===== config.mk =====
export PLATFORM = sky130hd
export DESIGN_NAME = pio_reset_sequencer_flat
export DESIGN_NICKNAME = d
export VERILOG_FILES = /design/src/rtl/pio_reset_sequencer_if.sv /design/src/rtl/pio_reset_sequencer.sv /design/src/flat_wrapper.sv
export SDC_FILE = /design/constraint.sdc
export NUM_CORES = 1
export LEC_CHECK = 0
export BUFFER_PORTS_ARGS = -buffer_cell sky130_fd_sc_hd__buf_2
export CORE_AREA = 2 2 98 100
export DETAILED_ROUTE_END_ITERATION = 10
export DIE_AREA = 0 0 100 102
export HOLD_SLACK_MARGIN = 0.08
export PLACE_DENSITY_LB_ADDON = 0.1
export SLEW_MARGIN = 20
export SYNTH_ARGS = -nofsm -noshare
export SYNTH_HDL_FRONTEND = slang
export SYNTH_SLANG_ARGS = --single-unit

===== constraint.sdc =====
create_clock -name clk -period 3.18 [get_ports clk]
set_input_delay 0.636 -clock clk [delete_from_list [all_inputs] [get_ports clk]]
set_output_delay 0.636 -clock clk [all_outputs]
set_load 0.02 [all_outputs]

===== src/rtl/pio_reset_sequencer_if.sv =====
// Avalon-MM master bundle between the reset sequencer and a PIO slave.
interface pio_reset_sequencer_if #(
  parameter int DATA_W = 32
);
  logic [2:0]        avm_address;
  logic              avm_chipselect;
  logic              avm_write_n;
  logic [DATA_W-1:0] avm_writedata;
  logic [DATA_W-1:0] avm_readdata;
  logic              avm_waitrequest;

  modport master (
    output avm_address, avm_chipselect, avm_write_n, avm_writedata,
    input  avm_readdata, avm_waitrequest
  );

  modport slave (
    input  avm_address, avm_chipselect, avm_write_n, avm_writedata,
    output avm_readdata, avm_waitrequest
  );
endinterface


===== src/rtl/pio_reset_sequencer.sv =====
// Pulses selected PIO output bits via outset/outclear writes, verifying each
// transition by reading the data register back.
module pio_reset_sequencer #(
  parameter int DATA_W = 32,
  parameter int HOLD_W = 16
) (
  input  logic                clk,
  input  logic                reset_n,
  input  logic                start,
  input  logic                abort,
  input  logic [DATA_W-1:0]   pulse_mask,
  input  logic [HOLD_W-1:0]   hold_cycles,
  output logic                busy,
  output logic                done,
  output logic                error,
  pio_reset_sequencer_if.master avm
);

  typedef enum logic [2:0] {IDLE, SET, RD_SET, HOLD, CLR, RD_CLR, DONE} state_t;

  state_t            state, state_d;
  logic [DATA_W-1:0] mask, mask_d;
  logic [HOLD_W-1:0] hold, hold_d;
  logic [HOLD_W-1:0] cnt, cnt_d;
  logic              rd2, rd2_d;
  logic              err_d;
  logic [2:0]        addr_d;
  logic              cs_d, wn_d;
  logic [DATA_W-1:0] wd_d;

  always_ff @(posedge clk or negedge reset_n) begin
    if (!reset_n) begin
      state              <= IDLE;
      mask               <= '0;
      hold               <= '0;
      cnt                <= '0;
      rd2                <= 1'b0;
      busy               <= 1'b0;
      done               <= 1'b0;
      error              <= 1'b0;
      avm.avm_address    <= '0;
      avm.avm_chipselect <= 1'b0;
      avm.avm_write_n    <= 1'b1;
      avm.avm_writedata  <= '0;
    end else begin
      state              <= state_d;
      mask               <= mask_d;
      hold               <= hold_d;
      cnt                <= cnt_d;
      rd2                <= rd2_d;
      busy               <= (state_d != IDLE);
      done               <= (state_d == DONE);
      error              <= err_d;
      avm.avm_address    <= addr_d;
      avm.avm_chipselect <= cs_d;
      avm.avm_write_n    <= wn_d;
      avm.avm_writedata  <= wd_d;
    end
  end

  // Outputs are decoded from the next state so every port comes straight off a flop.
  always_comb begin
    state_d = state;
    mask_d  = mask;
    hold_d  = hold;
    cnt_d   = cnt;
    rd2_d   = 1'b0;
    err_d   = error;
    unique case (state)
      IDLE: if (start) begin
        err_d   = 1'b0;
        mask_d  = pulse_mask;
        hold_d  = hold_cycles;
        state_d = (pulse_mask == '0) ? DONE : SET;
      end
      SET: if (!avm.avm_waitrequest) state_d = RD_SET;
      RD_SET: begin
        if (rd2) begin
          if ((avm.avm_readdata & mask) != mask) err_d = 1'b1;
          cnt_d   = (hold == '0) ? '0 : hold - 1'b1;
          state_d = HOLD;
        end else begin
          rd2_d = 1'b1;
        end
      end
      HOLD: begin
        if (abort || cnt == '0) state_d = CLR;
        else                    cnt_d   = cnt - 1'b1;
      end
      CLR: if (!avm.avm_waitrequest) state_d = RD_CLR;
      RD_CLR: begin
        if (rd2) begin
          if ((avm.avm_readdata & mask) != '0) err_d = 1'b1;
          state_d = DONE;
        end else begin
          rd2_d = 1'b1;
        end
      end
      DONE:    state_d = IDLE;
      default: state_d = IDLE;
    endcase

    addr_d = 3'd0;
    cs_d   = 1'b0;
    wn_d   = 1'b1;
    wd_d   = '0;
    unique case (state_d)
      SET: begin
        addr_d = 3'd4;
        cs_d   = 1'b1;
        wn_d   = 1'b0;
        wd_d   = mask_d;
      end
      CLR: begin
        addr_d = 3'd5;
        cs_d   = 1'b1;
        wn_d   = 1'b0;
        wd_d   = mask_d;
      end
      RD_SET, RD_CLR: cs_d = 1'b1;
      default: ;
    endcase
  end

endmodule

===== src/flat_wrapper.sv =====
// flat-port wrapper written by rule: the top's interface ports become plain ports
module pio_reset_sequencer_flat 
#(
  parameter int DATA_W = 32,
  parameter int HOLD_W = 16
)
  (clk, reset_n, start, abort, pulse_mask, hold_cycles, busy, done, error, avm_avm_address, avm_avm_chipselect, avm_avm_write_n, avm_avm_writedata, avm_avm_readdata, avm_avm_waitrequest);
  pio_reset_sequencer_if #(.DATA_W(DATA_W)) avm_i ();
  input  logic clk;
  input  logic reset_n;
  input  logic start;
  input  logic abort;
  input  logic [DATA_W-1:0] pulse_mask;
  input  logic [HOLD_W-1:0] hold_cycles;
  output logic busy;
  output logic done;
  output logic error;
  output wire logic [$bits(avm_i.avm_address)-1:0] avm_avm_address;
  output wire logic [$bits(avm_i.avm_chipselect)-1:0] avm_avm_chipselect;
  output wire logic [$bits(avm_i.avm_write_n)-1:0] avm_avm_write_n;
  output wire logic [$bits(avm_i.avm_writedata)-1:0] avm_avm_writedata;
  input wire logic [$bits(avm_i.avm_readdata)-1:0] avm_avm_readdata;
  input wire logic [$bits(avm_i.avm_waitrequest)-1:0] avm_avm_waitrequest;
  assign avm_avm_address = avm_i.avm_address;
  assign avm_avm_chipselect = avm_i.avm_chipselect;
  assign avm_avm_write_n = avm_i.avm_write_n;
  assign avm_avm_writedata = avm_i.avm_writedata;
  assign avm_i.avm_readdata = avm_avm_readdata;
  assign avm_i.avm_waitrequest = avm_avm_waitrequest;
  pio_reset_sequencer #(.DATA_W(DATA_W), .HOLD_W(HOLD_W)) u_core (.clk(clk), .reset_n(reset_n), .start(start), .abort(abort), .pulse_mask(pulse_mask), .hold_cycles(hold_cycles), .busy(busy), .done(done), .error(error), .avm(avm_i));
endmodule

**Yosys cells after proc, flatten, opt, wreduce, memory -nomap -nowiden**

Index checks and enable logic that the tools add are counted.

- Add/sub/neg operators: 2
- Mux-type cells: 26
- Reductions and logical operators: 15
- Bitwise operators: 1
- Equal/unequal tests: 17

Operators by type and width:

| operator | count |
|---|---|
| 32-bit 2-to-1 mux | 3 |
| 16-bit 2-to-1 mux | 3 |
| 32-bit AND | 1 |
| 16-bit zero test | 2 |
| 32-bit zero test | 1 |
| 32-bit != test | 1 |
| 16-bit case mux with 2 select lines | 1 |
| 32-bit nonzero test | 1 |
| 16-bit by 1-bit subtractor with 16-bit output (second input constant) | 2 |
| 3-bit 2-to-1 mux | 7 |
| 3-bit case mux with 6 select lines | 1 |
| 3-bit equality test (second input constant) | 5 |
| 3-bit by 2-bit equality test with 1-bit output (second input constant) | 3 |
| 1-bit 2-to-1 mux | 9 |
| 2-bit by 1-bit != test with 1-bit output (second input constant) | 4 |
| 3-bit by 1-bit equality test with 1-bit output (second input constant) | 2 |
| 3-bit case mux with 2 select lines | 1 |
| 6-bit AND reduction | 1 |
| 3-bit nonzero test | 2 |
| 2-bit != test (second input constant) | 2 |
| 2-bit OR reduction | 2 |
| 4-bit OR reduction | 1 |
| 3-bit zero test | 1 |
| 1-bit case mux with 3 select lines | 1 |
| other kinds (4) | 4 |

- Output and inout port bits: 40
- Word-level logic and storage cells: 73
- Bits of input ports: 85
- Register bits after elaboration: 108

**Logic depth before layout (Yosys ltp)**

- Depth after elaboration: 7
- Gate-level depth with buffers: 9

**Least setup slack after synthesis**

OpenSTA, ideal clock, no wires.

- Path type: reg-to-reg
- Start point: reg u_core.cnt[0]
- End point: reg u_core.busy
- Slack: 1144 ps
- Stages on the path, launching flop included: 9
- Setup time: 139 ps
- Arrival: 1898 ps
- Required time: 3041 ps
- Path buffers: 1
- Path through: dfrtp_1 > inv_1 > ha_1 > nor3b_2 > and4_1 > buf_6 > a211o_4 > nand2_4 > or4_4

- Word-level cells in the longest chain between the ends: 5

RTL lines:

| what | line | text |
|---|---|---|
| from (decl) | pio_reset_sequencer.sv:24 | `logic [HOLD_W-1:0] cnt, cnt_d;` |
| from (signal assigned) | pio_reset_sequencer.sv:49 | `cnt <= cnt_d;` |
| 16-bit zero test | pio_reset_sequencer.sv:87 | `if (abort \|\| cnt == '0) state_d = CLR;` |
| 1-bit logical OR | pio_reset_sequencer.sv:87 |  |
| 3-bit 2-to-1 mux | pio_reset_sequencer.sv:87 |  |
| 3-bit case mux with 6 select lines | pio_reset_sequencer.sv:69 | `unique case (state)` |
| 3-bit nonzero test | pio_reset_sequencer.sv:51 | `busy <= (state_d != IDLE);` |
| to (signal assigned) | pio_reset_sequencer.sv:51 |  |
| to (decl) | pio_reset_sequencer.sv:13 | `output logic busy,` |

No other way between the ends.
A chain may end at the register's enable or synchronous reset.

**Worst setup path after layout**

- Start point: reg u_core.cnt[0]
- End point: reg u_core.cnt[11]

- Word-level cells in the longest chain between the ends: 4
- Elaborated cells on any way between the ends: 7

RTL lines:

| what |
|---|
| parallel branches: the longest is 4 deep, another holds 16-bit by 1-bit subtractor with 16-bit output |

Parallel ways; which one is timed is not known. The select of a mux whose other input is x is not followed.

==> results.sh <==
export IMPL_critPathTopFamily="compound AO/OA/AOI/OAI gates"
export IMPL_critPathMostFrequentCell="o21ai_0"
export IMPL_portBuffers=123
export IMPL_design_die_area_um2=10200
export IMPL_cts_sinks=107
export IMPL_hold_ws_ns=0.273
export IMPL_arrival_ns=2.80
export IMPL_cts_tree="yes"
export IMPL_die_h_um=102
export IMPL_ys_warn_count=0
export IMPL_grt_pass1_vias=4155
export IMPL_synth_edff_count=0
export IMPL_post_route_min_period_ns=2.51
export IMPL_detailed_place_hpwl_um=10100
export IMPL_finalSetupViolations=0
export IMPL_cpPeakStageDelay_ns=0.58
export IMPL_slew_violations=0
export IMPL_core_area_um2=9110
export IMPL_post_cts_resized=0
export IMPL_fin_nets=692
export IMPL_synth_top_area_cell="dfrtp_1"
export IMPL_dpl_worst_slack_ns=0.524
export IMPL_status="completed"
export IMPL_synth_top_area_frac=0.509
export IMPL_synthTopCellsByCount="dfrtp_1, o21ai_0, nor2b_1, nand2_1, mux2_2"
export IMPL_yosysMostFrequentCell="dfrtp_1"
export IMPL_cts_buffers=9
export IMPL_viasPerCell=5.94
export IMPL_rsz0062_at_grt="false"
export IMPL_cp_cell_sequence="inv_1 -> ha_1 -> nor3b_2 -> and4_1 -> a21o_1 -> o21ai_0 -> o21ai_0"
export IMPL_ioPinCount=125
export IMPL_ys_seq_elements=107
export IMPL_wire_per_inst_um=18.5
export IMPL_rows=35
export IMPL_wirelength_um=13400
export IMPL_wl_met3_um=918
export IMPL_crit_type="reg -> reg"
export IMPL_syn_num_nets=573
export IMPL_dieWidth_um=100
export IMPL_diodes=0
export IMPL_post_cts_buffers=0
export IMPL_seq_area_frac_synth=0.514
export IMPL_drv_cap=0
export IMPL_layout_setup_ws_ns=0.673
export IMPL_htree_levels=3
export IMPL_initial_core_util=0.572
export IMPL_grt_pass1_wl_um=20800
export IMPL_synth_avg_cell_area_um2=10.7
export IMPL_fin_crit_sh=0.788
export IMPL_skew_ns=0.0201
export IMPL_start_kind="register"
export IMPL_synthesis_area_um2=5210
export IMPL_hp_class="in -> async"
export IMPL_power_w=0.00582
export IMPL_cts_root_buf="clkbuf_8"
export IMPL_vias=4280
export IMPL_synthArstFlopShare=1.00
export IMPL_relSlewSlack=0.354
export IMPL_power_leakage_nw=2.83
export IMPL_syn2layout_area_growth_pct=17.5
export IMPL_grt_max_degree=56
export IMPL_ctsHoldBuffers=0
export IMPL_met2_length_um=6860
export IMPL_path_max_fanout=24
export IMPL_clk_pin_slew_ns=0.10
export IMPL_worst_pin_slew_ns=0.968
export IMPL_synth_flop_cell="dfrtp_1"
export IMPL_p_per_area_nw_per_um2=950
export IMPL_path_buf_inv=1
export IMPL_cp_end_kind="register"
export IMPL_antenna_found_initial=0
export IMPL_drcViolationCount=0
export IMPL_dp_cells=705
export IMPL_crit_slowest_cell="a21o_1"
export IMPL_gp_congestion=0.947
export IMPL_fin_tns_setup_ns=0
export IMPL_drive_above_1_share=0.311
export IMPL_ys_types=68
export IMPL_syn_inst=486
export IMPL_antenna_left=0
export IMPL_irDropWorstVdd_mv=0.403
export IMPL_instances_no_fill=721
export IMPL_wl_met1_um=5220
export IMPL_fmax_ghz=0.399
export IMPL_highest_layer="met4"
export IMPL_synth_area_top_cells="dfrtp_1, mux2_2, nor2b_1, o21ai_0, nand2b_1"
export IMPL_first_iter_violations=223
export IMPL_clock_latency_ns=0.38
export IMPL_cp_required_ns=3.47
export IMPL_grt_ovfl_total=0
export IMPL_grt_util_all_layers=0.265
export IMPL_hold_viol=0
export IMPL_clockBufferDepth=2
export IMPL_detail_route_first_pass_iterations=6
metal layers:
metal,global-route usage,vias to the layer above
met3,0.0684,28
met1,0.319,2081
met4,0.0927,0
met2,0.466,166
met5,0,-
li1,-,2005
sequential cells by signal (all words and copies together), names as in the netlist, 2 cells and up:
signal / count
u_core.avm.avm_writedata: 32
u_core.mask: 32
u_core.cnt: 16
u_core.hold: 16
u_core.state: 3
u_core.avm.avm_address: 2
power breakdown:
part | switching [W] | internal (W) | total [W]
sequential | 0.000559 | 0.00194 | 0.00250
clock | 0.000509 | 0.000332 | 0.000840
combinational | 0.00140 | 0.00108 | 0.00248
total | 0.00247 | 0.00335 | 0.00582
path summary, 6_finish.rpt:
path	endpoint	slack (ns)	depth (start not counted)	from
hold / removal	u_core.hold[10]	0.27	1	reset_n
setup reg to reg	u_core.cnt[11]	0.67	7	u_core.cnt[0]
setup / recovery	u_core.cnt[11]	0.67	7	u_core.cnt[0]
hold reg to reg	u_core.cnt[6]	0.56	2	u_core.cnt[6]
max in group asynchronous	u_core.avm.avm_write_n	2.02	2	reset_n
min in group clk	u_core.hold[6]	0.47	2	hold_cycles[6]
layout by cell type (no fill, tap or decap), types with 3 or more instances in the layout:
| cell | n |
|---|---|
| buf_2 | 122 |
| dfrtp_1 | 106 |
| o21ai_0 | 36 |
| nor2b_1 | 33 |
| nand2_1 | 30 |
| mux2_2 | 27 |
| inv_1 | 24 |
| nand2b_1 | 22 |
| a21oi_1 | 18 |
| nor4_1 | 15 |
| nor2_1 | 14 |
| nand3_1 | 11 |
| clkbuf_8 | 10 |
| a22oi_1 | 9 |
| xnor2_1 | 8 |
| nor3_1 | 7 |
| a221oi_1 | 7 |
| o22ai_1 | 6 |
| a22o_1 | 6 |
| o2111ai_1 | 6 |
| buf_4 | 6 |
| nand4_1 | 5 |
| nor4_2 | 4 |
| and4_1 | 4 |
| nand3b_1 | 4 |
| o21ai_1 | 4 |
| mux2_1 | 4 |
| and3_1 | 3 |
| mux2i_1 | 3 |
| xor2_1 | 3 |
cell type report:
class | instances | area [µm²]
Fill cell | 767 | 2990
Sequential cell | 107 | 2680
Multi-Input combinational cell | 333 | 2330
Timing Repair Buffer | 129 | 676
Tap cell | 111 | 139
Clock buffer | 10 | 138
Inverter | 25 | 93.8
Clock inverter | 6 | 71.3
worst reg2reg max path, cell delays in order (launching register included):
cell and delay (ns):
dfrtp_1 0.42, inv_1 0.11, ha_1 0.18, nor3b_2 0.34
and4_1 0.49, a21o_1 0.58, o21ai_0 0.20, o21ai_0 0.11
cells by family (layout without fill, tap and decap cells):
group                    count (synthesis)  in the layout  share of synthesized area
AND/OR/NAND/NOR                        171            171                      0.204
other                                    1              1                   0.000719
multiplexers                            34             34                     0.0727
buffers and inverters                   46            170                     0.0396
AO/OA/AOI/OAI                          114            114                      0.146
XOR/XNOR                                11             11                     0.0185
adder cells (fa/ha/maj)                  2              2                    0.00480
flip-flops                             107            107                      0.514
stage by stage:
stage               cell area, µm²  utilization
CTS                           6120        0.672
floorplan                     5210            -
global placement              5910        0.649
global route                  6120        0.672
detailed placement            5910        0.649
finish                        6120        0.672
Note: power is estimated with default switching activity, not from simulation.
